===== config.mk =====
export PLATFORM = sky130hd
export DESIGN_NAME = pipe_stage_elastic
export DESIGN_NICKNAME = d
export VERILOG_FILES = /design/src/rtl/pipe_stage_elastic_pkg.sv /design/src/rtl/pipe_stage_elastic_slot.sv /design/src/rtl/pipe_stage_elastic.sv
export SDC_FILE = /design/constraint.sdc
export NUM_CORES = 1
export LEC_CHECK = 0
export ABC_AREA = 1
export CAP_MARGIN = 20
export CORE_MARGIN = 2
export CORE_UTILIZATION = 40
export DETAILED_ROUTE_END_ITERATION = 10
export SLEW_MARGIN = 5
export SYNTH_ARGS = -nofsm -noshare
export SYNTH_HDL_FRONTEND = slang
export SYNTH_HIERARCHICAL = 1
export SYNTH_SLANG_ARGS = --single-unit

===== constraint.sdc =====
create_clock -name clk -period 2.1 [get_ports clk]
set_clock_uncertainty 0.05 [all_clocks]
set_input_delay 0.315 -clock clk [delete_from_list [all_inputs] [get_ports clk]]
set_output_delay 0.315 -clock clk [all_outputs]
set_load 0.01 [all_outputs]

===== src/rtl/pipe_stage_elastic_pkg.sv =====
// Shared definitions for the elastic pipeline stage: control-bit positions, slot
// state encoding, default MEM->WB bundle widths and the occupancy update rule.
package pipe_stage_elastic_pkg;

    localparam int CTRL_MEMTOREG = 0;
    localparam int CTRL_REGWRITE = 1;
    localparam int CTRL_IOWRITE  = 2;
    localparam int CTRL_SEGCTRL  = 3;
    localparam int CTRL_LEDCTRL  = 4;

    localparam int MEM_WB_CTRL_W = 5;
    // rd_addr[4:0], ALUResult[31:0], MemData[31:0]
    localparam int MEM_WB_DATA_W = 69;

    typedef enum logic [1:0] {
        SLOT_EMPTY = 2'd0,
        SLOT_FULL  = 2'd1,
        SLOT_SKID  = 2'd2
    } slotState_t;

    // Accept and drain in the same cycle cancel out.
    function automatic logic [3:0] occNext(input logic [3:0] occ,
                                           input logic       accepted,
                                           input logic       drained);
        case ({accepted, drained})
            2'b10:   return occ + 4'd1;
            2'b01:   return occ - 4'd1;
            default: return occ;
        endcase
    endfunction

endpackage


===== src/rtl/pipe_stage_elastic_slot.sv =====
// One elastic slot: main register plus skid register, so the upstream ready can be
// a flop that never looks at the downstream ready in the same cycle.
module pipe_stage_elastic_slot
    import pipe_stage_elastic_pkg::*;
#(
    parameter int W = 8
) (
    input  logic         clk,
    input  logic         rstn,
    input  logic         flush,
    input  logic         inValid,
    output logic         inReady,
    input  logic [W-1:0] inPayload,
    output logic         outValid,
    input  logic         outReady,
    output logic [W-1:0] outPayload
);

    slotState_t   stateReg;
    logic [W-1:0] mainReg;
    logic [W-1:0] skidReg;
    logic         accept;
    logic         drain;

    assign accept     = inValid && inReady;
    assign drain      = outValid && outReady;
    assign outPayload = mainReg;

    // inReady and outValid are registered alongside the state so both are pure flop outputs.
    always_ff @(posedge clk or negedge rstn) begin
        if (!rstn) begin
            stateReg <= SLOT_EMPTY;
            mainReg  <= '0;
            skidReg  <= '0;
            inReady  <= 1'b1;
            outValid <= 1'b0;
        end else if (flush) begin
            stateReg <= SLOT_EMPTY;
            inReady  <= 1'b1;
            outValid <= 1'b0;
        end else begin
            case (stateReg)
                SLOT_EMPTY: begin
                    if (accept) begin
                        mainReg  <= inPayload;
                        stateReg <= SLOT_FULL;
                        outValid <= 1'b1;
                    end
                end
                SLOT_FULL: begin
                    if (accept && !drain) begin
                        skidReg  <= inPayload;
                        stateReg <= SLOT_SKID;
                        inReady  <= 1'b0;
                    end else if (drain && !accept) begin
                        stateReg <= SLOT_EMPTY;
                        outValid <= 1'b0;
                    end else if (accept && drain) begin
                        mainReg  <= inPayload;
                    end
                end
                SLOT_SKID: begin
                    if (drain) begin
                        mainReg  <= skidReg;
                        stateReg <= SLOT_FULL;
                        inReady  <= 1'b1;
                    end
                end
                default: begin
                    stateReg <= SLOT_EMPTY;
                    inReady  <= 1'b1;
                    outValid <= 1'b0;
                end
            endcase
        end
    end

endmodule


===== src/rtl/pipe_stage_elastic.sv =====
// Elastic pipeline register: STAGES cascaded skid slots carrying a control and a data
// bundle, with flush, bubble-masked control and a beat occupancy counter.
module pipe_stage_elastic
    import pipe_stage_elastic_pkg::*;
#(
    parameter int CTRL_W    = MEM_WB_CTRL_W,
    parameter int DATA_W    = MEM_WB_DATA_W,
    parameter int STAGES    = 1,
    parameter bit ZERO_DATA = 1'b0
) (
    input  logic              clk,
    input  logic              rstn,
    input  logic              flush,
    input  logic              in_valid,
    output logic              in_ready,
    input  logic [CTRL_W-1:0] in_ctrl,
    input  logic [DATA_W-1:0] in_data,
    output logic              out_valid,
    input  logic              out_ready,
    output logic [CTRL_W-1:0] out_ctrl,
    output logic [DATA_W-1:0] out_data,
    output logic [3:0]        occupancy
);

    localparam int W = CTRL_W + DATA_W;

    logic [STAGES-1:0] slotValid;
    logic [STAGES-1:0] slotReady;
    logic [W-1:0]      slotData [STAGES];
    logic [W-1:0]      lastPayload;
    logic [3:0]        occReg;

    genvar gi;
    generate
        for (gi = 0; gi < STAGES; gi++) begin : gSlot
            logic         upValid;
            logic [W-1:0] upData;
            logic         downReady;

            if (gi == 0) begin : gHead
                assign upValid = in_valid;
                assign upData  = {in_ctrl, in_data};
            end else begin : gChain
                assign upValid = slotValid[gi-1];
                assign upData  = slotData[gi-1];
            end

            if (gi == STAGES - 1) begin : gTail
                assign downReady = out_ready;
            end else begin : gInner
                assign downReady = slotReady[gi+1];
            end

            pipe_stage_elastic_slot #(.W(W)) uSlot (
                .clk        (clk),
                .rstn       (rstn),
                .flush      (flush),
                .inValid    (upValid),
                .inReady    (slotReady[gi]),
                .inPayload  (upData),
                .outValid   (slotValid[gi]),
                .outReady   (downReady),
                .outPayload (slotData[gi])
            );
        end
    endgenerate

    assign in_ready    = slotReady[0];
    assign out_valid   = slotValid[STAGES-1];
    assign lastPayload = slotData[STAGES-1];

    // Bubbles must never present a live RegWrite/ioWrite downstream.
    assign out_ctrl = lastPayload[W-1:DATA_W] & {CTRL_W{out_valid}};

    generate
        if (ZERO_DATA) begin : gZeroData
            assign out_data = lastPayload[DATA_W-1:0] & {DATA_W{out_valid}};
        end else begin : gHoldData
            assign out_data = lastPayload[DATA_W-1:0];
        end
    endgenerate

    always_ff @(posedge clk or negedge rstn) begin
        if (!rstn) begin
            occReg <= '0;
        end else if (flush) begin
            occReg <= '0;
        end else begin
            occReg <= occNext(occReg, in_valid && in_ready, out_valid && out_ready);
        end
    end

    assign occupancy = occReg;

endmodule

==> results of run 1 <==
## cell type report
class                      instances  area [sq um]
timing repair buffer             180          1860
sequential                       156          3910
inverter                          95           358
clock buffer                      19           433
fill                            1855          9190
clock inverter                    13           166
multi-input combinational        663          3080
tap                              265           332
## worst min-delay path by stage
stage / endpoint / slack, ns / cells after the start
floorplan: gSlot[0].uSlot/outPayload[0]$_DFFE_PN0P_ / -0.03 / 0
global placement: occupancy[1]$_DFFE_PN0P_ / 0.22 / 1
detailed placement: occupancy[1]$_DFFE_PN0P_ / 0.22 / 1
CTS: occupancy[1]$_DFFE_PN0P_ / 0.35 / 2
global route: occupancy[1]$_DFFE_PN0P_ / 0.37 / 2
finish: occupancy[1]$_DFFE_PN0P_ / 0.34 / 2
## routing by layer
layer	wire length, microns	vias to the layer above	GRT usage (%)
met5	0	-	0
met4	269	0	5.73
met2	8680	132	30.4
li1	-	3257	-
met1	8640	2874	25.8
met3	759	20	3.47
## per-stage QoR
| stage | instances | setup slack (ns) | util (%) | area [sq um] | hold slack (ns) |
|---|---|---|---|---|---|
| finish | 1391 | 0.187 | 52.4 | 10100 | 0.335 |
| global route | 1391 | 0.0968 | 52.4 | 10100 | 0.368 |
| CTS | 1391 | 0.0582 | 52.4 | 10100 | 0.347 |
| detailed placement | 1358 | 0.0139 | 49.3 | 9530 | 0.221 |
| global placement | 1358 | 0.0426 | 49.3 | 9530 | 0.224 |
| floorplan | 970 | 0.373 | - | 7820 | -0.0306 |
## worst register-to-register path, delay by kind of cell, from the launching register on
family	cells	cell delay, ns
flip-flops	1	0.57
buffers and inverters	2	0.09
adder cells (fa/ha/maj)	1	0.16
AND/OR/NAND/NOR	8	0.81
## synthesized netlist by cell type
cell / n
nand3_1: 81
inv_2: 5
buf_2: 16
a21oi_2: 1
nor2_2: 3
o31ai_1: 1
or2_2: 1
buf_12: 7
buf_4: 18
o21ai_0: 5
nor2_1: 3
ha_1: 2
nand2_2: 63
a21oi_1: 2
nand3_2: 1
clkbuf_2: 1
o21ai_2: 36
dfstp_2: 1
nor3_4: 1
inv_1: 89
clkinv_2: 1
nor2_4: 1
nand3b_1: 1
nand2_4: 1
o21ai_1: 39
buf_6: 11
nand2_1: 419
o21a_1: 1
dfrtp_1: 155
clkbuf_1: 3
nand4_1: 1
## power breakdown
part	switching [W]	leakage (nW)	internal (W)
logic	0.00271	3.06	0.00256
registers	0.000884	1.94	0.00441
clock network	0.00126	0.284	0.00188
total	0.00486	5.28	0.00884
## sequential cells by signal (all words and copies together) (netlist names)
| name | count |
|---|---|
| gSlot.uSlot/outValid | 1 |
| gSlot.uSlot/skidReg | 74 |
| occupancy | 4 |
| gSlot.uSlot/stateReg | 2 |
| gSlot.uSlot/outPayload | 74 |
| gSlot.uSlot/inReady | 1 |
## cells by family after synthesis
group / Yosys count / share of synthesized area (%)
buf+inv: 151 / 10.9
flops: 156 / 49.9
simple gates: 576 / 31.6
fa+ha+maj: 2 / 0.320
compound gates: 85 / 7.28
## what timing repair did
item | in CTS | in global routing
endpoints found under the setup margin | 0 | 2
gates resized for setup | 0 | 1
hold buffers | 1 | 0
hold endpoints to repair | 34 | 0
==> results.sh, run 1 <==
export IMPL_seq_area_frac_synth_pct=49.9
export IMPL_cp_arrival_ns=1.55
export IMPL_cts_root_buf="clkbuf_16"
export IMPL_antenna_cells=0
export IMPL_gp_congestion=0.771
export IMPL_rsz0062_at_grt="false"
export IMPL_drive_gt1_share_pct=14.9
export IMPL_finalPower_w=0.0137
export IMPL_path_class="reg -> out"
export IMPL_critPathLaunch="gSlot[0].uSlot/outValid$_DFFE_PN0P_"
export IMPL_layout_common_cells="nand2_1 (419), clkdlybuf4s50_1 (157), dfrtp_1 (154), inv_1 (89), nand3_1 (81)"
export IMPL_dr_first_iter_drc_count=286
export IMPL_post_cts_buffers=0
export IMPL_r2r_cells=11
export IMPL_min_period_ns=1.91
export IMPL_cp_endpoint="out_ctrl[2]"
export IMPL_cp_required_ns=1.74
export IMPL_p_leak_nw=5.28
export IMPL_synth_top_cell_area_share_pct=49.6
export IMPL_vias_per_cell=4.52
export IMPL_slowest_stage="clkdlybuf4s50_1"
export IMPL_worstHoldPathType="in -> async"
export IMPL_cap_violations=0
export IMPL_r2r_slack_ns=0.31
export IMPL_cts_made_buffers=17
export IMPL_crit_fanout=9
export IMPL_ios=159
export IMPL_grt_pass1_wl_microns=30600
export IMPL_grt_start_max_net_pins=86
export IMPL_die_h_microns=144
export IMPL_htreeDepth=4
export IMPL_ir_drop_mv=0.605
export IMPL_syn_area_sq_um=7820
export IMPL_cpLargestDelayFamily="buffers and inverters"
export IMPL_die_x_microns=144
export IMPL_setup_viol=0
export IMPL_synth_top_cell_by_area="dfrtp_1"
export IMPL_firstDrtPassIters=4
export IMPL_cp_start_kind="flip-flop"
export IMPL_grt_overflow=0
export IMPL_grt_util_all_layers_pct=18.8
export IMPL_core_area_sq_um=19300
export IMPL_areaGrowthSynthToFinish_pct=29.6
export IMPL_dp_hpwl_microns=11300
export IMPL_critPathBufInv=2
export IMPL_vias=6283
export IMPL_reg2reg_to="occupancy[2]$_DFFE_PN0P_"
export IMPL_powerDensity_nw_per_um2=1350
export IMPL_synthTopCellsByArea="dfrtp_1 (50%), nand2_1 (20%), nand3_1 (5.2%)"
export IMPL_cts_buffer_depth=2
export IMPL_ant_nets=0
export IMPL_layout_commonest_cell="nand2_1"
export IMPL_routedWlPerCell_microns=13.2
export IMPL_worst_pin_slew_ns=0.449
export IMPL_fp_row_count=51
export IMPL_antenna_found_initial=0
export IMPL_ys_types=31
export IMPL_cts_tree="done"
export IMPL_hold_viol=0
export IMPL_path_cells="nand2_1, inv_1, clkdlybuf4s50_1"
export IMPL_synth_warning_count=6
export IMPL_crit_path_max_incr_delay_ns=0.53
export IMPL_syn_instance_count=970
export IMPL_status="finished, final reports clean"
export IMPL_ys_ff_latch=156
export IMPL_drc=0
export IMPL_cts_sinks=156
export IMPL_dieArea_sq_um=20700
export IMPL_start_util_pct=40.5
export IMPL_routed_wl_microns=18400
export IMPL_max_slew_margin_rel_pct=70.0
export IMPL_crit_path_end_kind="output pin"
export IMPL_maxSlewViolCount=0
export IMPL_insertion_delay_ns=0.41
export IMPL_fmax_mhz=523
export IMPL_period_share_pct=91.1
export IMPL_syn_area_per_cell_sq_um=8.07
export IMPL_tns_ns=0
export IMPL_syn_nets=1051
export IMPL_grt_pass1_vias=5891
export IMPL_nNetsFinal=1194
export IMPL_r2r_start="gSlot[0].uSlot/inReady$_DFFE_PN1P_"
export IMPL_cts_clk_slew_worst_paths_ns=0.06
export IMPL_cp_depth=3
export IMPL_port_buffers=158
(Power assumes the default switching activity.)
==> run 2, diff against run 1 <==
MAX_ROUTING_LAYER = met4   (was unset)
REMOVE_ABC_BUFFERS = 1   (was unset)
==> run 2 against run 1 <==
Sequential power increased by 0.8%. Critical path type unchanged. Count of clock-buffer cells in the layout is 1 higher. Non-clock buffer count is the same. Core utilization about the same. Die area unchanged. Final area hardly changed. Worst setup slack lost 0.095 ns. Via count up 0.76%. Critical endpoint unchanged. Fmax is 4.7% lower. Global-route usage is 0.63 points higher.
==> results.sh, run 2 (synthesis gave the netlist of run 1 again) <==
export IMPL_status="finished, final reports clean"
export IMPL_antenna_cells=0
export IMPL_p_seq_share_pct=39.0
export IMPL_die_x_microns=144
export IMPL_finalPower_w=0.0137
export IMPL_cap_violations=0
export IMPL_vias_per_cell=4.55
export IMPL_switching_share_pct=36.1
export IMPL_path_cells="buf_4, nand2_1, inv_1, clkdlybuf4s50_1"
export IMPL_ios=159
export IMPL_p_int_w=0.00873
export IMPL_p_clk_share_pct=21.9
export IMPL_path_class="reg -> out"
export IMPL_routed_wl_microns=18500
export IMPL_cts_buffer_depth=2
export IMPL_dieArea_sq_um=20700
export IMPL_start_util_pct=40.5
export IMPL_worst_pin_slew_ns=0.468
export IMPL_critPathLaunch="gSlot[0].uSlot/outValid$_DFFE_PN0P_"
export IMPL_nNetsFinal=1194
export IMPL_powerDensity_nw_per_um2=1350
export IMPL_dp_cells=1358
export IMPL_die_h_microns=144
export IMPL_grt_overflow=0
export IMPL_cp_arrival_ns=1.64
export IMPL_cts_sinks=156
export IMPL_min_period_ns=2.01
export IMPL_cts_tree="done"
export IMPL_drc=0
export IMPL_comb_power_share_pct=39.0
export IMPL_cpLargestDelayFamily="buffers and inverters"
export IMPL_layout_common_cells="nand2_1 (419), clkdlybuf4s50_1 (157), dfrtp_1 (155), inv_1 (89), nand3_1 (81)"
export IMPL_cts_clk_slew_worst_paths_ns=0.06
export IMPL_switchingPower_w=0.00493
export IMPL_setup_viol=0
export IMPL_maxSlewViolCount=0
export IMPL_antenna_found_initial=0
export IMPL_crit_path_max_incr_delay_ns=0.53
export IMPL_cts_made_buffers=17
export IMPL_fp_row_count=51
export IMPL_final_cells=1391
export IMPL_drive_gt1_share_pct=15.0
export IMPL_grt_pass1_wl_microns=30500
export IMPL_core_area_sq_um=19300
export IMPL_fmax_mhz=498
export IMPL_grt_start_max_net_pins=53
export IMPL_place_ws_ns=0.0330
export IMPL_max_slew_margin_rel_pct=68.8
export IMPL_hold_viol=0
export IMPL_cp_required_ns=1.74
export IMPL_cts_root_buf="clkbuf_16"
export IMPL_routedWlPerCell_microns=13.3
export IMPL_rsz0062_at_grt="false"
export IMPL_ant_nets=0
export IMPL_critPathBufInv=3
export IMPL_gp_congestion=0.817
export IMPL_grt_util_all_layers_pct=19.5
export IMPL_firstDrtPassIters=5
export IMPL_period_share_pct=95.6
export IMPL_setup_ws_ns=0.0917
export IMPL_worstHoldPathType="in -> async"
export IMPL_timing_hold_ws_ns=0.367
export IMPL_layout_commonest_cell="nand2_1"
export IMPL_cp_depth=4
export IMPL_r2r_cells=11
export IMPL_p_leak_nw=5.28
export IMPL_slowest_stage="clkdlybuf4s50_1"
export IMPL_cp_start_kind="flip-flop"
export IMPL_r2r_start="gSlot[0].uSlot/inReady$_DFFE_PN1P_"
export IMPL_htreeDepth=4
export IMPL_insertion_delay_ns=0.41
export IMPL_ir_drop_mv=0.559
export IMPL_crit_path_end_kind="output pin"
export IMPL_vias=6331
export IMPL_crit_fanout=6
export IMPL_grt_pass1_vias=5905
export IMPL_areaGrowthSynthToFinish_pct=29.7
export IMPL_dp_hpwl_microns=11600
export IMPL_port_buffers=158
export IMPL_n_fill_cell=1846
export IMPL_dr_first_iter_drc_count=344
-- run 2: changes by cell type in the layout (fill, tap and decap cells not counted) --
cell | previous run | this run
clkinvlp_4 | 3 | 5
clkinv_4 | 3 | 2
bufinv_16 | 3 | 1
buf_12 | 9 | 11
buf_4 | 12 | 10
dfrtp_1 | 154 | 155
clkbuf_8 | 0 | 3
clkbuf_1 | 2 | 0
dfrtp_2 | 1 | 0
-- run 2: metal layers --
layer / vias to the layer above / track usage [%] / part of all wire [%]
met3: 22 / 3.87 / 4.9
met4: 0 / 6.60 / 1.8
met2: 153 / 28.4 / 45
li1: 3262 / - / -
met5: - / - / 0
met1: 2894 / 27.2 / 49
-- run 2: power groups by stage --
stage	clock network, W	registers (W)	logic, W
after floorplan	0	0.00552	0.00254
after global placement	0	0.00534	0.00534
after detailed placement	0	0.00535	0.00542
after CTS	0.00308	0.00533	0.00543
after global routing	0.00321	0.00550	0.00598
final	0.00300	0.00533	0.00533
-- run 2: final timing paths --
check                                                             to  slack (ns)
max                                                      out_ctrl[2]        0.09
min                        gSlot[0].uSlot/outPayload[65]$_DFFE_PN0P_        0.37
max reg2reg                                 occupancy[2]$_DFFE_PN0P_        0.30
min reg2reg                gSlot[0].uSlot/outPayload[73]$_DFFE_PN0P_        0.42
max in group asynchronous         gSlot[0].uSlot/inReady$_DFFE_PN1P_        1.00
min in group clk               gSlot[0].uSlot/skidReg[9]$_DFFE_PN0P_        0.42
-- run 2: stage by stage --
stage	setup TNS, ns	instance area (sq um)	util [%]
global placement	0	9560	49.4
floorplan	-126.60	7330	-
finish	0	10100	52.5
global route	0	10100	52.5
detailed placement	0	9560	49.4
CTS	0	10100	52.5
-- run 2: final cells by class --
type / instances / area, sq um / share of cell area (%)
clock buffers: 20 / 467 / 4.60
clock inverters: 12 / 113 / 1.11
inverters: 95 / 358 / 3.53
multi-input cells: 663 / 3080 / 30.4
flip-flops and latches: 156 / 3910 / 38.5
well taps: 265 / 332 / 3.27
repair buffers: 180 / 1890 / 18.6
-- run 2: timing repair --
| item | CTS | global route |
|---|---|---|
| setup buffers | 0 | 0 |
| endpoints found under the hold margin | 43 | 0 |
| hold buffers | 1 | 0 |
| resized for setup | 0 | 0 |
